## src/rtl/apb_spi_regif.sv

```systemverilog
// APB completer for the SPI block: CTRL/CLKDIV/STATUS/TXDATA/RXDATA register map.
// Latency: 1 setup + (WAIT_STATES + 1) access cycles; push/pop strobes follow completion by one cycle.
// Backpressure: PREADY held low for WAIT_STATES access cycles; a full TX FIFO or empty RX FIFO is reported on PSLVERR.
module apb_spi_regif #(
    parameter int ADDR_WIDTH  = 32,
    parameter int DATA_WIDTH  = 32,
    parameter int WAIT_STATES = 0,
    parameter int PRIV_ONLY   = 0
) (
    input  logic                  pclk,
    input  logic                  preset_n,
    input  logic                  psel,
    input  logic                  penable,
    input  logic                  pwrite,
    input  logic [ADDR_WIDTH-1:0] paddr,
    input  logic [DATA_WIDTH-1:0] pwdata,
    input  logic [3:0]            pstrb,
    input  logic [2:0]            pprot,
    output logic [DATA_WIDTH-1:0] prdata,
    output logic                  pready,
    output logic                  pslverr,
    output logic [31:0]           ctrl,
    output logic [15:0]           clkdiv,
    output logic                  tx_push,
    output logic [7:0]            tx_data,
    input  logic                  tx_full,
    output logic                  rx_pop,
    input  logic [7:0]            rx_data,
    input  logic                  rx_empty,
    input  logic                  spi_busy
);

    typedef enum logic [1:0] {IDLE, SETUP, ACCESS} state_t;

    state_t      state_q, state_cur, state_d;
    logic [3:0]  wait_q, wait_d;
    logic        complete;
    logic [31:0] rdata;
    logic        err;
    logic        push_d, pop_d;
    logic [31:0] ctrl_d;
    logic [15:0] clkdiv_d;
    logic [15:0] clk_merge;
    logic        unused_bits;

    assign unused_bits = ^{paddr[ADDR_WIDTH-1:5], paddr[1:0], pprot[2:1]};

    // A setup phase on the bus is recognised in the cycle it appears, so
    // back-to-back transfers and the first transfer after idle align alike.
    always_comb begin
        state_cur = state_q;
        if (psel && !penable)
            state_cur = SETUP;
    end

    always_comb begin
        state_d = state_cur;
        wait_d  = wait_q;
        case (state_cur)
            IDLE:  state_d = IDLE;
            SETUP: begin
                state_d = ACCESS;
                wait_d  = 4'(WAIT_STATES);
            end
            ACCESS: begin
                if (!psel) begin
                    state_d = IDLE;
                    wait_d  = 4'd0;
                end else if (wait_q != 4'd0) begin
                    wait_d = wait_q - 4'd1;
                end else begin
                    state_d = IDLE;
                end
            end
            default: state_d = IDLE;
        endcase
    end

    assign pready   = !((state_cur == ACCESS) && (wait_q != 4'd0));
    assign complete = (state_cur == ACCESS) && psel && penable && (wait_q == 4'd0);

    always_comb begin
        clk_merge = clkdiv;
        if (pstrb[0]) clk_merge[7:0]  = pwdata[7:0];
        if (pstrb[1]) clk_merge[15:8] = pwdata[15:8];
    end

    always_comb begin
        rdata    = 32'h0;
        err      = 1'b0;
        push_d   = 1'b0;
        pop_d    = 1'b0;
        ctrl_d   = ctrl;
        clkdiv_d = clkdiv;
        if ((PRIV_ONLY != 0) && !pprot[0]) begin
            err = 1'b1;
        end else begin
            case (paddr[4:2])
                3'd0: begin
                    if (pwrite) begin
                        for (int i = 0; i < 4; i++)
                            if (pstrb[i]) ctrl_d[8*i +: 8] = pwdata[8*i +: 8];
                    end else begin
                        rdata = ctrl;
                    end
                end
                3'd1: begin
                    if (pwrite)
                        clkdiv_d = (clk_merge == 16'h0) ? 16'h1 : clk_merge;
                    else
                        rdata = {16'h0, clkdiv};
                end
                3'd2: begin
                    if (pwrite) err = 1'b1;
                    else        rdata = {29'h0, spi_busy, tx_full, rx_empty};
                end
                3'd3: begin
                    if (!pwrite || tx_full) err = 1'b1;
                    else                    push_d = pstrb[0];
                end
                3'd4: begin
                    if (pwrite || rx_empty) begin
                        err = 1'b1;
                    end else begin
                        rdata = {24'h0, rx_data};
                        pop_d = 1'b1;
                    end
                end
                default: err = 1'b1;
            endcase
        end
    end

    assign prdata  = complete ? rdata : 32'h0;
    assign pslverr = complete ? err : 1'b0;

    always_ff @(posedge pclk or negedge preset_n) begin
        if (!preset_n) begin
            state_q <= IDLE;
            wait_q  <= 4'd0;
            ctrl    <= 32'h0;
            clkdiv  <= 16'h4;
            tx_push <= 1'b0;
            tx_data <= 8'h0;
            rx_pop  <= 1'b0;
        end else begin
            state_q <= state_d;
            wait_q  <= wait_d;
            tx_push <= complete && push_d;
            rx_pop  <= complete && pop_d;
            if (complete) begin
                ctrl   <= ctrl_d;
                clkdiv <= clkdiv_d;
                if (push_d) tx_data <= pwdata[7:0];
            end
        end
    end

endmodule

```

## config.mk

```make
export PLATFORM = sky130hd
export DESIGN_NAME = apb_spi_regif
export DESIGN_NICKNAME = d
export VERILOG_FILES = /design/src/rtl/apb_spi_regif.sv
export SDC_FILE = /design/constraint.sdc
export NUM_CORES = 1
export LEC_CHECK = 0
export CAP_MARGIN = 10
export CORE_ASPECT_RATIO = 0.7
export CORE_MARGIN = 1
export CORE_UTILIZATION = 39
export DETAILED_ROUTE_END_ITERATION = 16
export PLACE_DENSITY = 0.82
export SLEW_MARGIN = 20
export SYNTH_ARGS = -nofsm -noshare
export SYNTH_HDL_FRONTEND = slang
export SYNTH_SLANG_ARGS = --single-unit
```

## constraint.sdc

```tcl
create_clock -name pclk -period 4.36 [get_ports pclk]
set_clock_uncertainty 0.05 [all_clocks]
set_input_delay 1.09 -clock pclk [delete_from_list [all_inputs] [get_ports pclk]]
set_output_delay 1.09 -clock pclk [all_outputs]
set_load 0.01 [all_outputs]
```

Word level (Yosys, flattened, before mapping)
Cells that the tools add are included.

Bits in registers: 64. Latch bits: 0. Memory bits (writable): 0. ROM bits: 0. Bits of input ports: 87. Output and inout bits: 92. Logic and storage cells: 68. Memories kept: 0.

$add $sub $neg: 1. $mul: 0. Div/mod/pow operators: 0. Magnitude comparators: 0. Equality and inequality tests: 7. Shift operators: 0. Multiplexer cells: 25. Bitwise logic cells: 0. Reductions and logical operators: 25.

Operator list (number): $pmux W32 S4 (1); $mux W32 (2); $mux W16 (2); $mux W8 (3); $logic_not A16 Y1 (1); $reduce_and A4 Y1 (4); $mux W1 (8); $mux W4 (2); $pmux W4 S2 (1); $logic_and A1 B1 Y1 (7); $eq A3 B2 Y1 const B (2); $mux W2 (3); $logic_not A4 Y1 (1); $pmux W1 S4 (1); $pmux W2 S2 (1); $reduce_and A2 Y1 (2); $reduce_bool A4 Y1 (1); $sub A4 B1 Y4 const B (1); $eq A3 B1 Y1 const B (1); $eq A3 B3 Y1 const B (1); $logic_not A1 Y1 (3); $logic_not A3 Y1 (1); $mux W3 (1); $ne A3 B2 Y1 const B (1); other kinds (6) (7).

Logic depth before layout (Yosys ltp)
Depth in word-level cells: 8. Gate-level depth with buffers: 9. Depth with buffers taken out: 8.

Least setup slack after synthesis
No wires, ideal clock.

Path type: input to output. Start point: in penable. End point: out prdata[21]. Arrival: 2.718 ns. Data required time: 3.220 ns. Setup slack: 0.502 ns. Stages on the path: 8. Path through: nand2b_1 and2_1 ha_1 nand3_1 nor4_2 nor2b_1 clkbuf_1 and2_1.

Word-level cells in the longest chain between the ends: 8.

RTL lines: from (decl) (RTL line 13) `input logic penable,`; $logic_not A1 Y1 (RTL line 52) `if (psel && !penable)`; $logic_and A1 B1 Y1 (RTL line 52); $mux W2 (RTL line 52); $eq A2 B2 Y1 (RTL line 80) `assign complete = (state_cur == ACCESS) && psel && penable && (wait_q == 4'd0);`; $logic_and A1 B1 Y1 (RTL line 80); $logic_and A1 B1 Y1 (*) (2 in series) (RTL line 80); $mux W32 (*) (RTL line 134) `assign prdata = complete ? rdata : 32'h0;`; to (decl) (RTL line 19) `output logic [DATA_WIDTH-1:0] prdata,`.

Mark *: on every way between the ends. The rest lies on a longest branch, timed or not.

Worst setup path in the final report
Start point: in paddr[4]. End point: out prdata[7].

Word-level cells in the longest chain between the ends: 3. Elaborated cells on any way between the ends: 6.

RTL lines: from (decl) (RTL line 15) `input logic [ADDR_WIDTH-1:0] paddr,`; $eq A3 B3 Y1, or another cell as far along (RTL line 98) `case (paddr[4:2])`; $pmux W32 S4 (*) (RTL line 98); $mux W32 (*) (RTL line 134).

Marked as above.

==> flow_summary_export.csv <==
group,metric,value,unit
route,drtIter0Drc,96,
finish,multi_input_area,1560,um2
timing,slew_headroom,0.611,
placement,postPlaceCellArea,4850,um2
timing,fmax,243,MHz
global_route,use_met1,0.293,
synthesis,yosys_warnings,0,
cts,clk_pin_slew,50,ps
finish,drive_above_1_share,0.267,
placement,place_inst,522,
cts,cts.sinks,64,
floorplan,die_area,8440,um2
global_route,first_global_vias,2881,
finish,fin_area,5230,um2
power_and_ir_drop,p_per_area,274,nW/um2
route,viasPerCell,5.13,
floorplan,std_cell_rows,27,
cts,cts_buffers,9,
cts,cts_tree,"built",
route,dr.pass1.iters,4,
cts,postCtsHoldBufs,0,
global_route,use_met2,0.372,
power_and_ir_drop,p_total,0.00143,W
global_route,grt_usage,0.227,
cts,clockBufferDepth,2,
finish,syn2layout_area_growth,66.1,%
setup_path,crit_path_start_kind,"input port",
global_route,overflow,0,
setup_path,required,3220,ps
timing,min_period,4110,ps
synthesis,synth_sequential_area_ratio,0.509,
cts,cts-root-buf,"clkbuf_16",
setup_path,crit_fanout,2,
cts,clk_latency,310,ps
global_route,grt.busiest_layer,"met2",
synthesis,synth-async-reset-ratio,1.00,
synthesis,syn_area,3150,um2
min_path,min_path_type,"reg2reg",
setup_path,critPathCaptureType,"output pin",
job,drv_cap,0,
synthesis,synth_cell_types,38,
timing,worst_slew_pin_slew,579,ps
timing,setup_viol,0,
finish,fillers,602,
finish,register_area,1600,um2
setup_path,criticalPathCategory,"in2out",
synthesis,synth-main-ff-cell,"dfrtp_1",
route,postRouteWirelength,9.10,mm
synthesis,synth_edf_count,0,
finish,n_antenna_cell,0,
power_and_ir_drop,peakVddDrop,0.205,mV
power_and_ir_drop,leakagePower,2.51,nW
placement,place_ws,-415,ps
route,remaining_drc_errors,0,
synthesis,synth_nets,353,
setup_path,cp.arrival,2970,ps
global_route,antenna_found_initial,0,
floorplan,start_util,0.402,
timing,timing.final.ws_setup,249,ps
floorplan,boundaryPins,179,
floorplan,core,7840,um2
timing,slew_viol_final,0,
timing,hold_violations,0,
timing,rsz0062_at_grt,"false",
global_route,use_met3,0.0646,
placement,hpwlAfterDp,6.66,mm
synthesis,synth_seq_cells,64,
placement,portBuffers,146,
route,antenna_left,0,
synthesis,avgSynthCellArea,12.0,um2
setup_path,r2r_slack,1610,ps
outcome,status,"complete, no violations",
route,dr_total_vias,2801,
finish,instances_no_fill,546,
floorplan,die_width,109,um
cts,htree_levels,3,
floorplan,die_y,77.2,um
finish,final_nets,531,
placement,place_congestion,0.847,
global_route,grt_pass1_wl,14.5,mm
synthesis,netlist_instances,262,
timing,period_share,0.943,
global_route,grt_max_degree,42,
route,wl_per_cell,16.7,um
## layout make-up
class | instances | share of cell area
clock buffers | 9 | 0.0431
clock inverters | 7 | 0.0139
inverters | 4 | 0.00287
multi-input cells | 187 | 0.299
flip-flops and latches | 64 | 0.307
well taps | 101 | 0.0242
repair buffers | 174 | 0.310
## metrics by stage
stage          TNS, ps  utilization  hold WS, ps
2_1_floorplan        0            -          423
3_3_place_gp     -7120        0.619          438
6_report             0        0.667          455
4_1_cts              0        0.660          457
3_5_place_dp     -9100        0.619          445
5_1_grt              0        0.667          464
## cells in the mapped netlist, types with 2 or more instances
| library cell | n | share of area |
|---|---|---|
| a21oi_1 | 2 | 0.0032 |
| dfrtp_1 | 63 | 0.50 |
| inv_1 | 4 | 0.0048 |
| o21ai_0 | 13 | 0.021 |
| o22ai_1 | 3 | 0.0060 |
| or2_2 | 2 | 0.0040 |
| nor4_1 | 4 | 0.0079 |
| mux2i_1 | 17 | 0.054 |
| nor2b_1 | 2 | 0.0040 |
| and2_1 | 17 | 0.034 |
| ha_1 | 4 | 0.016 |
| nor4_2 | 3 | 0.012 |
| nand2_1 | 17 | 0.020 |
| nor2_1 | 15 | 0.018 |
| clkbuf_1 | 5 | 0.0060 |
| a211oi_1 | 2 | 0.0048 |
| nand2b_1 | 8 | 0.016 |
| mux2_2 | 54 | 0.19 |
| o2bb2ai_1 | 2 | 0.0056 |
| a22o_1 | 3 | 0.0083 |
| or3_1 | 2 | 0.0040 |
| or4_1 | 4 | 0.0095 |
## metal layers
layer | vias to the layer above | part of all wire | wire length, um
li1 | 1314 | - | -
met5 | - | 0 | 0
met4 | 0 | 0.010 | 91
met1 | 1367 | 0.44 | 3970
met3 | 9 | 0.074 | 676
met2 | 111 | 0.48 | 4360
## path summary, 6_finish.rpt
| check | from | endpoint | depth (start not counted) |
|---|---|---|---|
| hold reg to reg | wait_q[0] | wait_q[0] | 1 |
| setup reg to reg | wait_q[0] | ctrl[8] | 6 |
| setup / recovery | paddr[4] | prdata[7] | 8 |
| hold / removal | wait_q[0] | wait_q[0] | 1 |
| min in group asynchronous | preset_n | ctrl[7] | 1 |
| max in group asynchronous | preset_n | state_q[1] | 2 |
## kinds of logic after synthesis
group	count (synthesis)	synth area share
AOI/OAI and AO/OA	27	0.0533
and+or+nand+nor	84	0.157
DFF	64	0.509
muxes	72	0.251
adders and majority gates	4	0.0159
buffers and inverters	11	0.0135
## timing repair
action | in CTS | in global routing
gates cloned | 0 | 0
endpoints found under the setup margin | 33 | 33
pin swaps | 1 | 2
setup buffers | 5 | 3
resized for setup | 51 | 6
## registers in the layout, summed over array words and instances, names as in the netlist
register	count
state_q	2
tx_data	8
ctrl	32
wait_q	4
clkdiv	16
rx_pop	1
tx_push	1
## where the power goes
group          internal [W]  total [W]  switching (W)
Sequential         0.000600   0.000604     0.00000407
Clock              0.000442   0.000699       0.000257
Combinational     0.0000740   0.000129      0.0000549
## layout by cell type (no fill, tap or decap), drive strengths merged, types with 13 or more instances in the layout
cell,count
clkdlybuf4s50,110
buf,32
o21ai,13
nor2,15
mux2i,17
mux2,55
dlygate4sd2,28
nand2,17
and2,17
dfrtp,63
## worst max-delay path, cell delays in order
cell	delay (ps)
clkdlybuf4s50_1	510
or3b_2	490
nor4_4	210
buf_4	170
buf_4	110
nand2_1	50
o21ai_0	60
dlygate4sd2_1	290
(Power assumes the default switching activity.)
